**config.mk**
```make
export PLATFORM = sky130hd
export DESIGN_NAME = spi_slave_txrx
export DESIGN_NICKNAME = d
export VERILOG_FILES = /design/src/rtl/spi_pkg.sv /design/src/rtl/spi_sync_edge.sv /design/src/rtl/spi_slave_txrx.sv
export SDC_FILE = /design/constraint.sdc
export NUM_CORES = 1
export LEC_CHECK = 0
export CAP_MARGIN = 40
export CELL_PAD_IN_SITES_DETAIL_PLACEMENT = 0
export CELL_PAD_IN_SITES_GLOBAL_PLACEMENT = 1
export CORE_MARGIN = 2
export CORE_UTILIZATION = 42
export DETAILED_ROUTE_END_ITERATION = 8
export MAX_ROUTING_LAYER = met4
export PLACE_DENSITY = 0.78
export SLEW_MARGIN = 20
export SYNTH_ARGS = -nofsm -noshare
export SYNTH_HDL_FRONTEND = slang
export SYNTH_SLANG_ARGS = --single-unit
```
**constraint.sdc**
```tcl
create_clock -name clk -period 1.9 [get_ports clk]
set_clock_uncertainty 0.05 [all_clocks]
set_input_delay 0.19 -clock clk [delete_from_list [all_inputs] [get_ports clk]]
set_output_delay 0.19 -clock clk [all_outputs]
set_load 0.005 [all_outputs]
```
**src/rtl/spi_pkg.sv**
```systemverilog
// Shared types and defaults for the system-clocked SPI slave.
package spi_pkg;

    localparam int SPI_DW       = 12;
    localparam int SPI_SYNC_DEF = 2;

    typedef enum logic [1:0] {
        IDLE    = 2'd0,
        ARMED   = 2'd1,
        SHIFT   = 2'd2,
        WAIT_CS = 2'd3
    } spi_slv_state_t;

endpackage

```
**src/rtl/spi_sync_edge.sv**
```systemverilog
// N-stage synchroniser for an asynchronous level with one-clk rise/fall pulses.
// The pulses compare the last synchronised stage against its previous value.
module spi_sync_edge #(
    parameter int STAGES = 2
) (
    input  logic clk,
    input  logic rst,
    input  logic d_i,
    output logic rise_o,
    output logic fall_o
);

    logic [STAGES-1:0] sync_q;
    logic              prev_q;

    // Shift the asynchronous input through the synchroniser and keep one extra sample for edges.
    always_ff @(posedge clk) begin
        if (rst) begin
            sync_q <= '0;
            prev_q <= 1'b0;
        end else begin
            sync_q <= {sync_q[STAGES-2:0], d_i};
            prev_q <= sync_q[STAGES-1];
        end
    end

    assign rise_o =  sync_q[STAGES-1] & ~prev_q;
    assign fall_o = ~sync_q[STAGES-1] &  prev_q;

endmodule

```
**src/rtl/spi_slave_txrx.sv**
```systemverilog
// Full-duplex SPI slave, oversampled on the system clock. LSB-first frames of DW bits.
// Optional macro SPI_SLV_OVERRUN_EN enables the sticky overrun flag; otherwise overrun is 0.
module spi_slave_txrx
    import spi_pkg::*;
#(
    parameter int DW          = SPI_DW,
    parameter int SYNC_STAGES = SPI_SYNC_DEF  // must be at least 2
) (
    input  logic          clk,
    input  logic          rst,
    input  logic          sclk,
    input  logic          cs,
    input  logic          mosi,
    output logic          miso,
    input  logic [DW-1:0] tx_data,
    input  logic          tx_we,
    output logic [DW-1:0] rx_data,
    output logic          rx_valid,
    input  logic          rx_ready,
    output logic          frame_err,
    output logic          overrun
);

    localparam int             CW       = $clog2(DW + 1);
    localparam logic [CW-1:0]  CNT_FULL = CW'(DW);

    logic                   sclk_rise, sclk_fall, cs_rise, cs_fall;
    logic [SYNC_STAGES-1:0] mosi_sync_q;
    logic                   mosi_s;

    spi_slv_state_t state_q;
    logic [DW-1:0]  tx_hold_q, tx_shift_q, rx_shift_q, rx_data_q;
    logic [CW-1:0]  cnt_q;
    logic           miso_q, rx_valid_q, frame_err_q;

    logic [CW-1:0]  cnt_d;
    logic [DW-1:0]  rx_shift_d;
    logic           frame_done, accept;

    spi_sync_edge #(.STAGES(SYNC_STAGES)) u_sclk_sync (
        .clk    (clk),
        .rst    (rst),
        .d_i    (sclk),
        .rise_o (sclk_rise),
        .fall_o (sclk_fall)
    );

    spi_sync_edge #(.STAGES(SYNC_STAGES)) u_cs_sync (
        .clk    (clk),
        .rst    (rst),
        .d_i    (cs),
        .rise_o (cs_rise),
        .fall_o (cs_fall)
    );

    // mosi needs the same delay as sclk so data and fall edge stay aligned, but no edge detect.
    always_ff @(posedge clk) begin
        if (rst) mosi_sync_q <= '0;
        else     mosi_sync_q <= {mosi_sync_q[SYNC_STAGES-2:0], mosi};
    end
    assign mosi_s = mosi_sync_q[SYNC_STAGES-1];

    assign cnt_d      = cnt_q + 1'b1;
    assign rx_shift_d = {mosi_s, rx_shift_q[DW-1:1]};
    assign frame_done = (state_q == SHIFT) && (cnt_q == CNT_FULL);
    assign accept     = rx_valid_q && rx_ready;

    // Response holding register; captured into tx_shift only at the start of a frame.
    always_ff @(posedge clk) begin
        if (rst)        tx_hold_q <= '0;
        else if (tx_we) tx_hold_q <= tx_data;
    end

    // Frame FSM with registered miso, rx word, valid flag and abort pulse.
    always_ff @(posedge clk) begin
        if (rst) begin
            state_q     <= IDLE;
            tx_shift_q  <= '0;
            rx_shift_q  <= '0;
            rx_data_q   <= '0;
            cnt_q       <= '0;
            miso_q      <= 1'b0;
            rx_valid_q  <= 1'b0;
            frame_err_q <= 1'b0;
        end else begin
            frame_err_q <= 1'b0;
            if (accept) rx_valid_q <= 1'b0;
            case (state_q)
                IDLE: begin
                    miso_q <= 1'b0;
                    // cs_fall wins over a coincident sclk_rise: the frame is not armed yet.
                    if (cs_fall) begin
                        tx_shift_q <= tx_hold_q;
                        cnt_q      <= '0;
                        state_q    <= ARMED;
                    end
                end
                ARMED: begin
                    if (cs_rise) begin
                        frame_err_q <= 1'b1;
                        miso_q      <= 1'b0;
                        state_q     <= IDLE;
                    end else if (sclk_rise) begin
                        miso_q  <= tx_shift_q[0];
                        state_q <= SHIFT;
                    end
                end
                SHIFT: begin
                    if (frame_done) begin
                        // A completed word overrides a pending accept so no data is lost.
                        rx_data_q  <= rx_shift_q;
                        rx_valid_q <= 1'b1;
                        miso_q     <= 1'b0;
                        state_q    <= cs_rise ? IDLE : WAIT_CS;
                    end else if (cs_rise) begin
                        frame_err_q <= 1'b1;
                        miso_q      <= 1'b0;
                        state_q     <= IDLE;
                    end else begin
                        if (sclk_fall) begin
                            rx_shift_q <= rx_shift_d;
                            cnt_q      <= cnt_d;
                        end
                        if (sclk_rise) miso_q <= tx_shift_q[cnt_q];
                    end
                end
                WAIT_CS: begin
                    miso_q <= 1'b0;
                    if (cs_rise) state_q <= IDLE;
                end
                default: state_q <= IDLE;
            endcase
        end
    end

`ifdef SPI_SLV_OVERRUN_EN
    logic overrun_q;

    // Sticky: a word landed while the previous one was still unaccepted.
    always_ff @(posedge clk) begin
        if (rst)                                         overrun_q <= 1'b0;
        else if (frame_done && rx_valid_q && !rx_ready)  overrun_q <= 1'b1;
    end
    assign overrun = overrun_q;
`else
    assign overrun = 1'b0;
`endif

    assign miso      = miso_q;
    assign rx_data   = rx_data_q;
    assign rx_valid  = rx_valid_q;
    assign frame_err = frame_err_q;

endmodule

```
==> results by group, run 1 <==
Global routing
  • Grt ovf: 0
  • Initial antenna violation count: 0
  • Largest net degree at the start of global routing: 52
  • Vias in the first global route: 1792
  • Global-route wire length before repair: 8270 um
  • GRT Resource Usage Total: 15.2%

Pwr
  • P_leak: 0.00138 uW
  • Max VDD drop: 423 uV
  • Design Power: 2720 uW
  • PD cells: 842 mW/mm2

Critical path
  • Worst-path fanout max: 6
  • CP required: 2.12 ns
  • Arrival @ worst endpoint: 1.92 ns
  • Reg2Reg Capture Point: cnt_q[2]
  • Worst r2r path cells: 6
  • Slack of the worst reg-to-reg path: 0.20 ns
  • Critical path capture point type: flip-flop
  • Critical path class: reg -> reg
  • Start of the worst register-to-register path: cnt_q[0]
  • Worst Setup Start Kind: flip-flop

STA
  • Actual slew at the worst max-slew pin: 0.521 ns
  • Final hold vios: 0
  • Crit share post-route: 89.3%
  • Tmin final: 1.70 ns
  • Unrepaired setup endpoints after global routing: false
  • Slew HR: 65.3%
  • Final setup fails: 0
  • Max frequency: 589 MHz
  • Fin. max-slew vios: 0
  • Min setup slack post-route: 0.202 ns
  • Setup TNS: 0 ns

Synth
  • Yosys reg bits: 65
  • Post-synth top area share: 49.1%
  • Cell Area, Synth: 0.00265 mm2
  • Synth top cells by count: dfxtp_1 (65), nor2_1 (42), mux2i_1 (36), nand2_1 (29), a21oi_1 (17)
  • Syn Inst Count: 272
  • FFs w/ async S/R, synth: 0%
  • Top-count cell post-synth: dfxtp_1
  • Syn Nets: 299
  • Register area share after synthesis: 49.1%
  • Synth area leaders: dfxtp_1 (49%), mux2i_1 (14%), nor2_1 (6.0%)
  • Top_reg_cell synth: dfxtp_1
  • Cell taking the most area after synthesis: dfxtp_1
  • YS warnings: 0
  • Avg Cell Area, Syn: 9.74 um2
  • Number of synthesized flops with an enable pin: 0
  • Post-synth cell types: 43

Placed design
  • Placed cell count: 373
  • IO buf count: 33
  • Placement Setup Slack: 0.119 ns
  • Gp weighted congestion: 0.842
  • Post-DP HPWL: 3270 um

Min path
  • Hold endpoint: u_cs_sync.sync_q[1]
  • Worst min-delay path class: in -> reg
  • Hold Path Origin: rst
  • WHS Path Cells: 2

Route
  • DR iter-0 viols: 80
  • Final WL: 4870 um
  • Wirelength per Cell: 12.5 um
  • DRT Pass-1 Iters: 4
  • DR vias/cell: 4.97
  • Via Count: 1927
  • DRC: 0
  • Final ANT Viol Nets: 0

Cells and area
  • Layout cells sized above 1: 9.90%
  • Diodes inserted: 0
  • Filler Cell Count: 561
  • Post-Layout Cell Count: 388
  • Fin nets: 336
  • Area growth syn-to-layout: 22.0%

Clock network
  • H-tree levels: 3
  • CTS tree: built
  • CTS Buf Count: 9
  • Hold_buf cts: 0
  • Worst-Skew Late Latency: 0.34 ns
  • Maximum clock insertion buffer count: 2
  • Clock sink total: 65
  • Root Buffer: clkbuf_8
  • Setup Fix Bufs, Post-CTS: 0
  • Post-CTS resize count: 0
  • CTS clk-pin slew, worst paths: 0.07 ns

Floorplanning
  • Initial core utilization: 44.2%
  • Die Footprint: 0.00696 mm2
  • Site Rows: 28
  • Ports: 35
  • Die Width: 83.4 um
  • Core Region: 0.00599 mm2
  • Die Ht: 83.4 um

Run status
  • Outcome: complete, no violations

Job
  • Max cap viols: 0
## report_power, final
part / switching [uW] / leakage (uW) / internal (uW)
logic: 119 / 0.000757 / 114
registers: 19.4 / 0.000528 / 1400
clock network: 502 / 0.0000915 / 572
## worst max-delay path by stage
| stage | cells after the start | startpoint | slack, ns | to |
|---|---|---|---|---|
| finish | 6 | cnt_q[0] | 0.20 | cnt_q[2] |
| floorplan | 7 | cnt_q[0] | 0.17 | cnt_q[3] |
| global route | 6 | cnt_q[0] | 0.08 | cnt_q[2] |
| CTS | 5 | state_q[0] | 0.11 | cnt_q[3] |
| global placement | 5 | state_q[0] | 0.19 | cnt_q[2] |
| detailed placement | 5 | state_q[0] | 0.12 | cnt_q[3] |
## layout by cell type, fill, tap and decap left out, drive strengths merged, types with 3 or more instances in the layout
cell type	count
nor2b	11
nand2	29
a21oi	17
ha	8
nand2b	3
mux2i	36
o21ai	4
clkdlybuf4s50	32
clkbuf	13
mux4	3
inv	8
buf	10
dfxtp	65
nor2	42
## cell families (layout without fill, tap and decap cells)
kind of cell | count (synthesis) | count (layout) | synth area share (%)
compound gates | 35 | 35 | 8.22
fa+ha+maj | 8 | 8 | 3.78
buf+inv | 24 | 65 | 4.44
flops | 65 | 65 | 49.1
mux | 39 | 39 | 16.3
other cells | 1 | 1 | 0.142
simple gates | 100 | 100 | 18.0
## stage by stage
| stage | hold WS (ns) | utilization (%) | area, um2 |
|---|---|---|---|
| 2_1_floorplan | 0.268 | - | 2650 |
| 3_3_place_gp | 0.368 | 50.9 | 3050 |
| 3_5_place_dp | 0.374 | 50.9 | 3050 |
| 4_1_cts | 0.142 | 53.9 | 3230 |
| 5_1_grt | 0.158 | 53.9 | 3230 |
| 6_report | 0.159 | 53.9 | 3230 |
## worst max-delay path, cell delays in order, from the launching register on
cell	delay (ns)
dfxtp_1	0.35
inv_1	0.05
ha_1	0.21
nand3_1	0.19
nand4_4	0.16
or4b_1	0.52
o21ai_1	0.12
## layer usage
| layer | global-route usage, % | part of all wire, % |
|---|---|---|
| met1 | 18.8 | 49 |
| met2 | 23.2 | 45 |
| met3 | 3.88 | 3.8 |
| met4 | 7.48 | 2.3 |
| met5 | - | 0 |
## layout make-up
type                            instances  area [um2]  share of cell area, %
Inverter                                8        30.0                  0.929
Sequential cell                        65        1300                   40.3
Tap cell                               75        93.8                   2.90
Clock buffer                           13         169                   5.23
Clock inverter                          2        12.5                  0.387
Multi-Input combinational cell        183        1230                   38.1
Timing Repair Buffer                   42         393                   12.2
## flip-flops by register name, indices dropped and copies added, names as in the netlist, 2 cells and up
register	cells
u_cs_sync.sync_q	2
rx_shift_q	12
u_sclk_sync.sync_q	2
tx_shift_q	12
mosi_sync_q	2
rx_data	12
tx_hold_q	12
state_q	2
cnt_q	4
(Power assumes the default switching activity.)
==> run 2: changes to the inputs <==
--- a/config.mk
+++ b/config.mk
@@ -11,6 +11,7 @@
 export CORE_MARGIN = 2
 export CORE_UTILIZATION = 42
 export DETAILED_ROUTE_END_ITERATION = 8
+export GPL_TIMING_DRIVEN = 1
 export MAX_ROUTING_LAYER = met4
 export PLACE_DENSITY = 0.78
 export SLEW_MARGIN = 20
==> results of run 2 <==
Final layout, timing and power as in run 1 (identical DEF).
==> run 3: changes to the inputs <==
--- a/config.mk
+++ b/config.mk
@@ -10,6 +10,7 @@
 export CELL_PAD_IN_SITES_GLOBAL_PLACEMENT = 1
 export CORE_MARGIN = 2
 export CORE_UTILIZATION = 42
+export CTS_CLUSTER_DIAMETER = 80
 export DETAILED_ROUTE_END_ITERATION = 8
 export GPL_TIMING_DRIVEN = 1
 export MAX_ROUTING_LAYER = met4
==> results of run 3 <==
Final layout, timing and power as in run 1 (identical DEF).
